--- src/rtl/s2p_deser.sv ---
// Serial-to-parallel deserializer: collects W bits on en-qualified edges into a held
// output word with valid/acknowledge handshake and a sticky overflow flag.
module s2p_deser #(
    parameter int W         = 16,
    parameter bit MSB_FIRST = 1'b1
) (
    input  logic                 clk,
    input  logic                 rst_n,
    input  logic                 a,
    input  logic                 en,
    input  logic                 clr,
    input  logic                 ack,
    output logic [W-1:0]         y,
    output logic                 vld,
    output logic                 ovf,
    output logic [$clog2(W)-1:0] cnt
);

    localparam int CW = $clog2(W);
    localparam logic [CW-1:0] LAST_BIT = CW'(W - 1);

    logic [W-1:0]  r_sh;
    logic [CW-1:0] r_cnt;
    logic [W-1:0]  r_y;
    logic          r_vld;
    logic          r_ovf;

    logic [W-1:0]  w_shifted;
    logic          w_complete;
    logic          w_load;
    logic          w_drop;

    // The completed word is the shift register already including the current bit,
    // so y can be loaded on the same edge the last bit is sampled.
    always_comb begin
        w_shifted  = '0;
        if (MSB_FIRST) begin
            w_shifted = {r_sh[W-2:0], a};
        end else begin
            w_shifted = {a, r_sh[W-1:1]};
        end
        w_complete = en && !clr && (r_cnt == LAST_BIT);
        w_load     = w_complete && (!r_vld || ack);
        w_drop     = w_complete && r_vld && !ack;
    end

    always_ff @(posedge clk or negedge rst_n) begin
        if (!rst_n) begin
            r_sh  <= '0;
            r_cnt <= '0;
        end else if (clr) begin
            r_sh  <= '0;
            r_cnt <= '0;
        end else if (en) begin
            r_sh  <= w_shifted;
            r_cnt <= w_complete ? '0 : r_cnt + CW'(1);
        end
    end

    // Completion wins over ack; a lone ack releases the held word.
    always_ff @(posedge clk or negedge rst_n) begin
        if (!rst_n) begin
            r_y   <= '0;
            r_vld <= 1'b0;
        end else if (w_load) begin
            r_y   <= w_shifted;
            r_vld <= 1'b1;
        end else if (ack && !w_complete) begin
            r_vld <= 1'b0;
        end
    end

    always_ff @(posedge clk or negedge rst_n) begin
        if (!rst_n) begin
            r_ovf <= 1'b0;
        end else if (clr) begin
            r_ovf <= 1'b0;
        end else if (w_drop) begin
            r_ovf <= 1'b1;
        end
    end

    assign y   = r_y;
    assign vld = r_vld;
    assign ovf = r_ovf;
    assign cnt = r_cnt;

endmodule

--- config.mk ---
export PLATFORM = sky130hd
export DESIGN_NAME = s2p_deser
export DESIGN_NICKNAME = d
export VERILOG_FILES = /design/src/rtl/s2p_deser.sv
export SDC_FILE = /design/constraint.sdc
export NUM_CORES = 1
export LEC_CHECK = 0
export BUFFER_PORTS_ARGS = -buffer_cell sky130_fd_sc_hd__clkbuf_2
export CORE_UTILIZATION = 46
export DETAILED_ROUTE_END_ITERATION = 7
export PLACE_DENSITY = 0.74
export SLEW_MARGIN = 20
export SYNTH_ARGS = -nofsm -noshare
export SYNTH_HDL_FRONTEND = slang
export SYNTH_SLANG_ARGS = --single-unit
--- constraint.sdc ---
create_clock -name clk -period 2.5 [get_ports clk]
set_clock_uncertainty 0.2 [all_clocks]
set_input_delay 0.125 -clock clk [delete_from_list [all_inputs] [get_ports clk]]
set_output_delay 0.125 -clock clk [all_outputs]
set_load 0.01 [all_outputs]
==> results of run 1 <==
-- kinds of logic after synthesis --
logic type | count (synthesis)
AOI/OAI and AO/OA | 5
xor gates and xnor gates | 1
adders and majority gates | 1
buffers and inverters | 6
DFF | 37
muxes | 33
and+or+nand+nor | 27
-- metrics by stage --
stage	area [um2]	std cells	worst slack (ns)	hold slack [ns]
finish	1790	191	0.4046	0.05983
global route	1790	191	0.2985	0.09855
CTS	1790	191	0.4126	0.06095
detailed placement	1670	178	0.4550	0.09237
global placement	1670	178	0.5738	0.08004
floorplan	1500	110	0.4474	-0.3706
-- cell usage after synthesis --
master / n / share of area, %
nand2_4: 1 / 0.75
buf_2: 1 / 0.33
nand2_1: 4 / 1.0
nand2b_1: 1 / 0.42
or3_1: 2 / 0.83
mux2_2: 16 / 12
ha_1: 1 / 0.83
mux2i_1: 17 / 11
o22ai_1: 1 / 0.42
a21oi_1: 2 / 0.67
nor4b_4: 1 / 1.6
nor2_1: 18 / 4.5
buf_6: 2 / 1.5
clkbuf_1: 2 / 0.50
a31oi_1: 1 / 0.42
o21ai_0: 1 / 0.33
dfrtp_1: 37 / 62
xor2_1: 1 / 0.58
inv_1: 1 / 0.25
-- routing by layer --
layer / up-vias / track usage (%) / wire, um
met5: - / 0 / 0
met4: 0 / 8.844 / 40
met3: 5 / 7.860 / 126
met2: 26 / 28.25 / 1327
met1: 472 / 20.38 / 1105
li1: 446 / - / -
-- worst max-delay path: cells and delay by family (launching register included) --
family                   cells  cell delay, ns
AND/OR/NAND/NOR              3            0.59
buffers and inverters        1            0.54
flip-flops                   1            0.46
adder cells (fa/ha/maj)      1            0.26
-- state kept, by name, summed over array words and instances, names as in the netlist --
| signal | flops |
|---|---|
| r_sh | 15 |
| vld | 1 |
| y | 16 |
| ovf | 1 |
| cnt | 4 |
-- power by group through the flow --
stage | Combinational (mW) | Clock (mW) | Sequential, mW
detailed placement | 0.0505 | 0 | 0.621
floorplan | 0.0265 | 0 | 0.621
global route | 0.0604 | 0.396 | 0.610
CTS | 0.0556 | 0.369 | 0.609
global placement | 0.0489 | 0 | 0.620
finish | 0.0537 | 0.362 | 0.609
-- how the worst min path moves through the flow --
stage,startpoint,to,slack (ns),cells past startpoint
2_1_floorplan,rst_n,cnt[0],-0.37,0
3_3_place_gp,rst_n,vld,0.08,1
3_5_place_dp,rst_n,r_sh[7],0.09,1
4_1_cts,clr,cnt[3],0.06,2
5_1_grt,clr,r_sh[12],0.1,2
6_report,clr,cnt[3],0.06,2
-- area by class of cell --
cell class / count / area [um2] / share of cell area [%]
flip-flops and latches: 37 / 925.9 / 51.71
multi-input cells: 67 / 535.5 / 29.91
clock buffers: 7 / 65.06 / 3.634
inverters: 1 / 3.754 / 0.2096
repair buffers: 34 / 200.2 / 11.18
clock inverters: 1 / 5.005 / 0.2795
well taps: 44 / 55.05 / 3.075
==> impl_metrics.tcl, run 1 <==
set metrics [dict create \
    outcome "finished, final reports clean" \
    rsz0062_at_grt "false" \
    grtUsageTotal_pct 17.75 \
    synthMuxAreaShare_pct 23.35 \
    p_sw_uw 238.8 \
    io_pins 28 \
    drive_gt1_share_pct 37.41 \
    drv_cap 0 \
    dr.pass1.iters 4 \
    setup.worst_path.start "cnt[0]" \
    layout_commonest_cell "dfrtp_1" \
    worstRegToRegCells 5 \
    endpoint_kind "flip-flop" \
    io_buffers 27 \
    setup_viol 0 \
    syn_area_mm2 0.001500 \
    internal-power_uw 786.3 \
    die_h_um 59.11 \
    relSlewSlack_pct 41.55 \
    hpwl_mm 1.714 \
    hold_viol 0 \
    seq_area_frac_synth_pct 61.72 \
    r2r_end "vld" \
    nets 153 \
    path_class "reg2reg" \
    cts_hold_buffers 5 \
    vias_per_cell 4.969 \
    cts_resized 0 \
    yosys.area_share.adder_pct 0.8340 \
    sw_frac_of_total_pct 23.30 \
    synthDistinctLibCells 19 \
    synth-xor-area-share_pct 0.5838 \
    num_rows 20 \
    grt_max_degree 38 \
    ys_seq_elements 37 \
    design_power_total_mw 1.025 \
    routedWlPerCell_um 13.61 \
    cts.sinks 37 \
    crit_end "vld" \
    power_density_mw_per_mm2 572.5 \
    initial_core_util_pct 48.74 \
    tritoncts "yes" \
    dieArea_mm2 0.003493 \
    max_freq_mhz 477.2 \
    synth_cells 110 \
    worst_slew_pin_slew_ns 0.8767 \
    r2r_setup_slack_ns 0.40 \
    htree_levels 2 \
    fillers 257 \
    antenna_left 0 \
    clkTransAtPathRegs_ns 0.11 \
    grt_pass1_wl_mm 4.436 \
    tns_ns 0 \
    die_w_um 59.11 \
    numCtsBuffers 5 \
    gp_congestion 0.7418 \
    crit_top_cell "nand2_1" \
    cts-root-buf "clkbuf_4" \
    crit_arrival_ns 2.19 \
    final_core_util_pct 58.17 \
    combPwrFrac_pct 5.2 \
    max_stage_delay_ns 0.54 \
    r2r_start "cnt[0]" \
    min_path_type "in2reg" \
    fin_crit_sh_pct 83.82 \
    via_count 949 \
    final_cell_mix "dfrtp_1, clkbuf_2, nor2_1" \
    antenna_cells 0 \
    cts_buffer_depth 2 \
    synth_compound_area_share_pct 1.835 \
    seqPwrFrac_pct 59.4 \
    clock_latency_ns 0.35 \
    drt-total-wl_mm 2.600 \
    syn_area_per_cell_um2 13.64 \
    cp.required_ns 2.60 \
    drc 0 \
    cp_slowest_cell "dlygate4sd3_1" \
    clkPwrFrac_pct 35.3 \
    period_minus_slack_ns 2.095 \
    area_delta_synth_final_pct 19.35 \
    grt-ovfl-total 0 \
    coreArea_mm2 0.003078 \
    yosys.area_share.simple_pct 9.091 \
    synth_top_family_by_area "multiplexers" \
    yosysWarnings 0 \
    maxSlewViolCount 0 \
    critical_path.cell_chain "ha_1 > nand2_1 > or3_1 > nand2_1 > dlygate4sd3_1" \
    p_leak_nw 0.9697 \
    ir_worst_vdd_mv 0.3282 \
    start_kind "flip-flop" \
    first_iter_violations 31 \
    antenna_found_initial 0 \
    crit_path_max_fanout 6 \
    syn_nets 117 \
    cts_setup_buffers 0 \
    grt_pass1_vias 1004 \
]
Power figures use the tool's default switching activity.
==> run 2, diff against run 1 <==
Settings changed: PLACE_DENSITY 0.74 to 0.77.
Clock period 2.5 ns to 1.8 ns, I/O delays scaled along.
==> run 2 against run 1 <==
Compared with the run above:
- the run now ends with setup timing left
- critical path depth increased by 1
- final cell count rose by 3.7%
- flip-flop and latch count unchanged
- count of clock-buffer cells in the layout unchanged
- non-clock buffer count grew 8
- register-to-register slack worse by 0.42 ns
- combinational power rose by 77%
- critical path type unchanged
- critical endpoint is now y[1]
- highest routed layer unchanged
==> impl_metrics.tcl, run 2 (synthesis results as in run 1) <==
set metrics [dict create \
    min_path_type "in2reg" \
    rsz0062_at_grt "true" \
    antenna_cells 0 \
    dieArea_mm2 0.003493 \
    antenna_left 0 \
    tritoncts "yes" \
    maxSlewViolCount 0 \
    dr.pass1.iters 4 \
    multi_input_area_um2 593.1 \
    final_cell_mix "dfrtp_1, clkbuf_2, nor2_1" \
    htree_levels 2 \
    final_core_util_pct 62.07 \
    p_leak_nw 1.025 \
    fin_area_mm2 0.001911 \
    critical_path.cell_chain "ha_4 > nand2_4 > nor4b_4 > buf_4 > clkbuf_16 > mux2_4" \
    critical_path.top_delay_family "flip-flops" \
    drt-total-wl_mm 2.890 \
    max_stage_delay_ns 0.40 \
    placed_cell_area_mm2 0.001727 \
    max_freq_mhz 550.6 \
    drv_cap 0 \
    hpwl_mm 1.784 \
    gp_congestion 0.7783 \
    antenna_found_initial 0 \
    io_pins 28 \
    clock_latency_ns 0.34 \
    regArea_um2 928.4 \
    path_class "reg2reg" \
    die_w_um 59.11 \
    grt_max_degree 22 \
    start_kind "flip-flop" \
    cts-root-buf "clkbuf_4" \
    relSlewSlack_pct 65.35 \
    die_h_um 59.11 \
    grt_pass1_wl_mm 4.761 \
    grt_pass1_vias 1052 \
    drc 0 \
    first_iter_violations 39 \
    fillers 251 \
    largest_reg_flops 16 \
    endpoint_kind "flip-flop" \
    nets 161 \
    outcome "complete, but fails checks" \
    r2r_setup_slack_ns -0.02 \
    setup_viol 7 \
    cp.required_ns 1.82 \
    fin_ws_ns -0.01625 \
    grt-ovfl-total 0 \
    power_density_mw_per_mm2 722.1 \
    via_count 997 \
    fin_crit_sh_pct 100.9 \
    failed_checks "setup timing" \
    coreArea_mm2 0.003078 \
    path_buf_inv 2 \
    initial_core_util_pct 48.74 \
    io_buffers 27 \
    min_from "clr" \
    clkTransAtPathRegs_ns 0.11 \
    cp_slowest_cell "dfrtp_1" \
    routedWlPerCell_um 14.60 \
    crit_path_max_fanout 8 \
    drive_gt1_share_pct 42.86 \
    hold_viol 0 \
    cts.sinks 37 \
    area_delta_synth_final_pct 27.36 \
    ir_worst_vdd_mv 0.4089 \
    worst_slew_pin_slew_ns 0.5197 \
    r2r_start "cnt[1]" \
    vias_per_cell 5.035 \
    numCtsBuffers 5 \
    setup.worst_path.start "cnt[1]" \
    crit_arrival_ns 1.84 \
    layout_commonest_cell "dfrtp_1" \
    grtUsageTotal_pct 19.30 \
    num_rows 20 \
    period_minus_slack_ns 1.816 \
    cts_buffer_depth 2 \
]
==> run 2: cell count changes in the layout (fill, tap and decap cells not counted), moves of 2 or more <==
cell | before | now
mux2_2 | 16 | 6
mux2_4 | 0 | 10
buf_4 | 2 | 10
dfrtp_1 | 37 | 35
dfrtp_2 | 0 | 2
==> run 2: worst register-to-register path, stage by stage (launching register included) <==
cell,delay (ns)
dfrtp_1,0.40
ha_4,0.17
nand2_4,0.06
nor4b_4,0.25
buf_4,0.17
clkbuf_16,0.16
mux2_4,0.30
==> run 2: worst paths after layout <==
check                           to  cells past startpoint
setup / recovery              y[1]                      6
hold / removal              cnt[3]                      3
setup reg to reg              y[1]                      6
hold reg to reg              y[15]                      1
max in group asynchronous  r_sh[1]                      3
min in group asynchronous      vld                      2
==> run 2: repair_timing <==
action / CTS / global route
pin swaps: 2 / 0
resized for setup: 12 / 2
endpoints found under the hold margin: 42 / 0
hold buffers: 4 / 0
gates cloned: 1 / 0
setup endpoints to repair: 16 / 16
setup buffers: 3 / 1
==> run 2: layout make-up <==
| cell class | count | share of cell area [%] |
|---|---|---|
| tap | 44 | 2.881 |
| timing repair buffer | 42 | 14.41 |
| clock buffer | 7 | 2.881 |
| inverter | 1 | 0.1965 |
| multi-input combinational | 67 | 31.04 |
| sequential | 37 | 48.59 |
==> run 2: layer usage <==
metal | GRT usage (%) | share of wire, % | vias up
met4 | 13.61 | 2.8 | 0
met1 | 24.07 | 44 | 499
met2 | 29.22 | 50 | 27
li1 | - | - | 463
met5 | 0 | 0 | -
met3 | 5.022 | 3.3 | 8
==> run 2: metrics by stage <==
| stage | TNS [ns] | cells | power [mW] | hold slack, ns | setup slack, ns |
|---|---|---|---|---|---|
| final | -0.05572 | 198 | 1.380 | 0.02107 | -0.01625 |
| after floorplan | -2.814 | 110 | 0.8998 | -0.4056 | -0.2314 |
| after global routing | -0.3447 | 198 | 1.434 | 0.03377 | -0.04925 |
| after CTS | -0.1304 | 198 | 1.395 | 0.01345 | -0.01723 |
| after global placement | 0 | 183 | 0.9400 | -0.1195 | 0.01039 |
| after detailed placement | -0.8584 | 183 | 0.9437 | -0.1040 | -0.06668 |
==> run 2: power by group <==
part / internal (mW) / total, mW / switching (mW)
combinational: 0.0419 / 0.0952 / 0.0533
clock: 0.184 / 0.440 / 0.256
sequential: 0.838 / 0.844 / 0.00644
total: 1.06 / 1.38 / 0.316
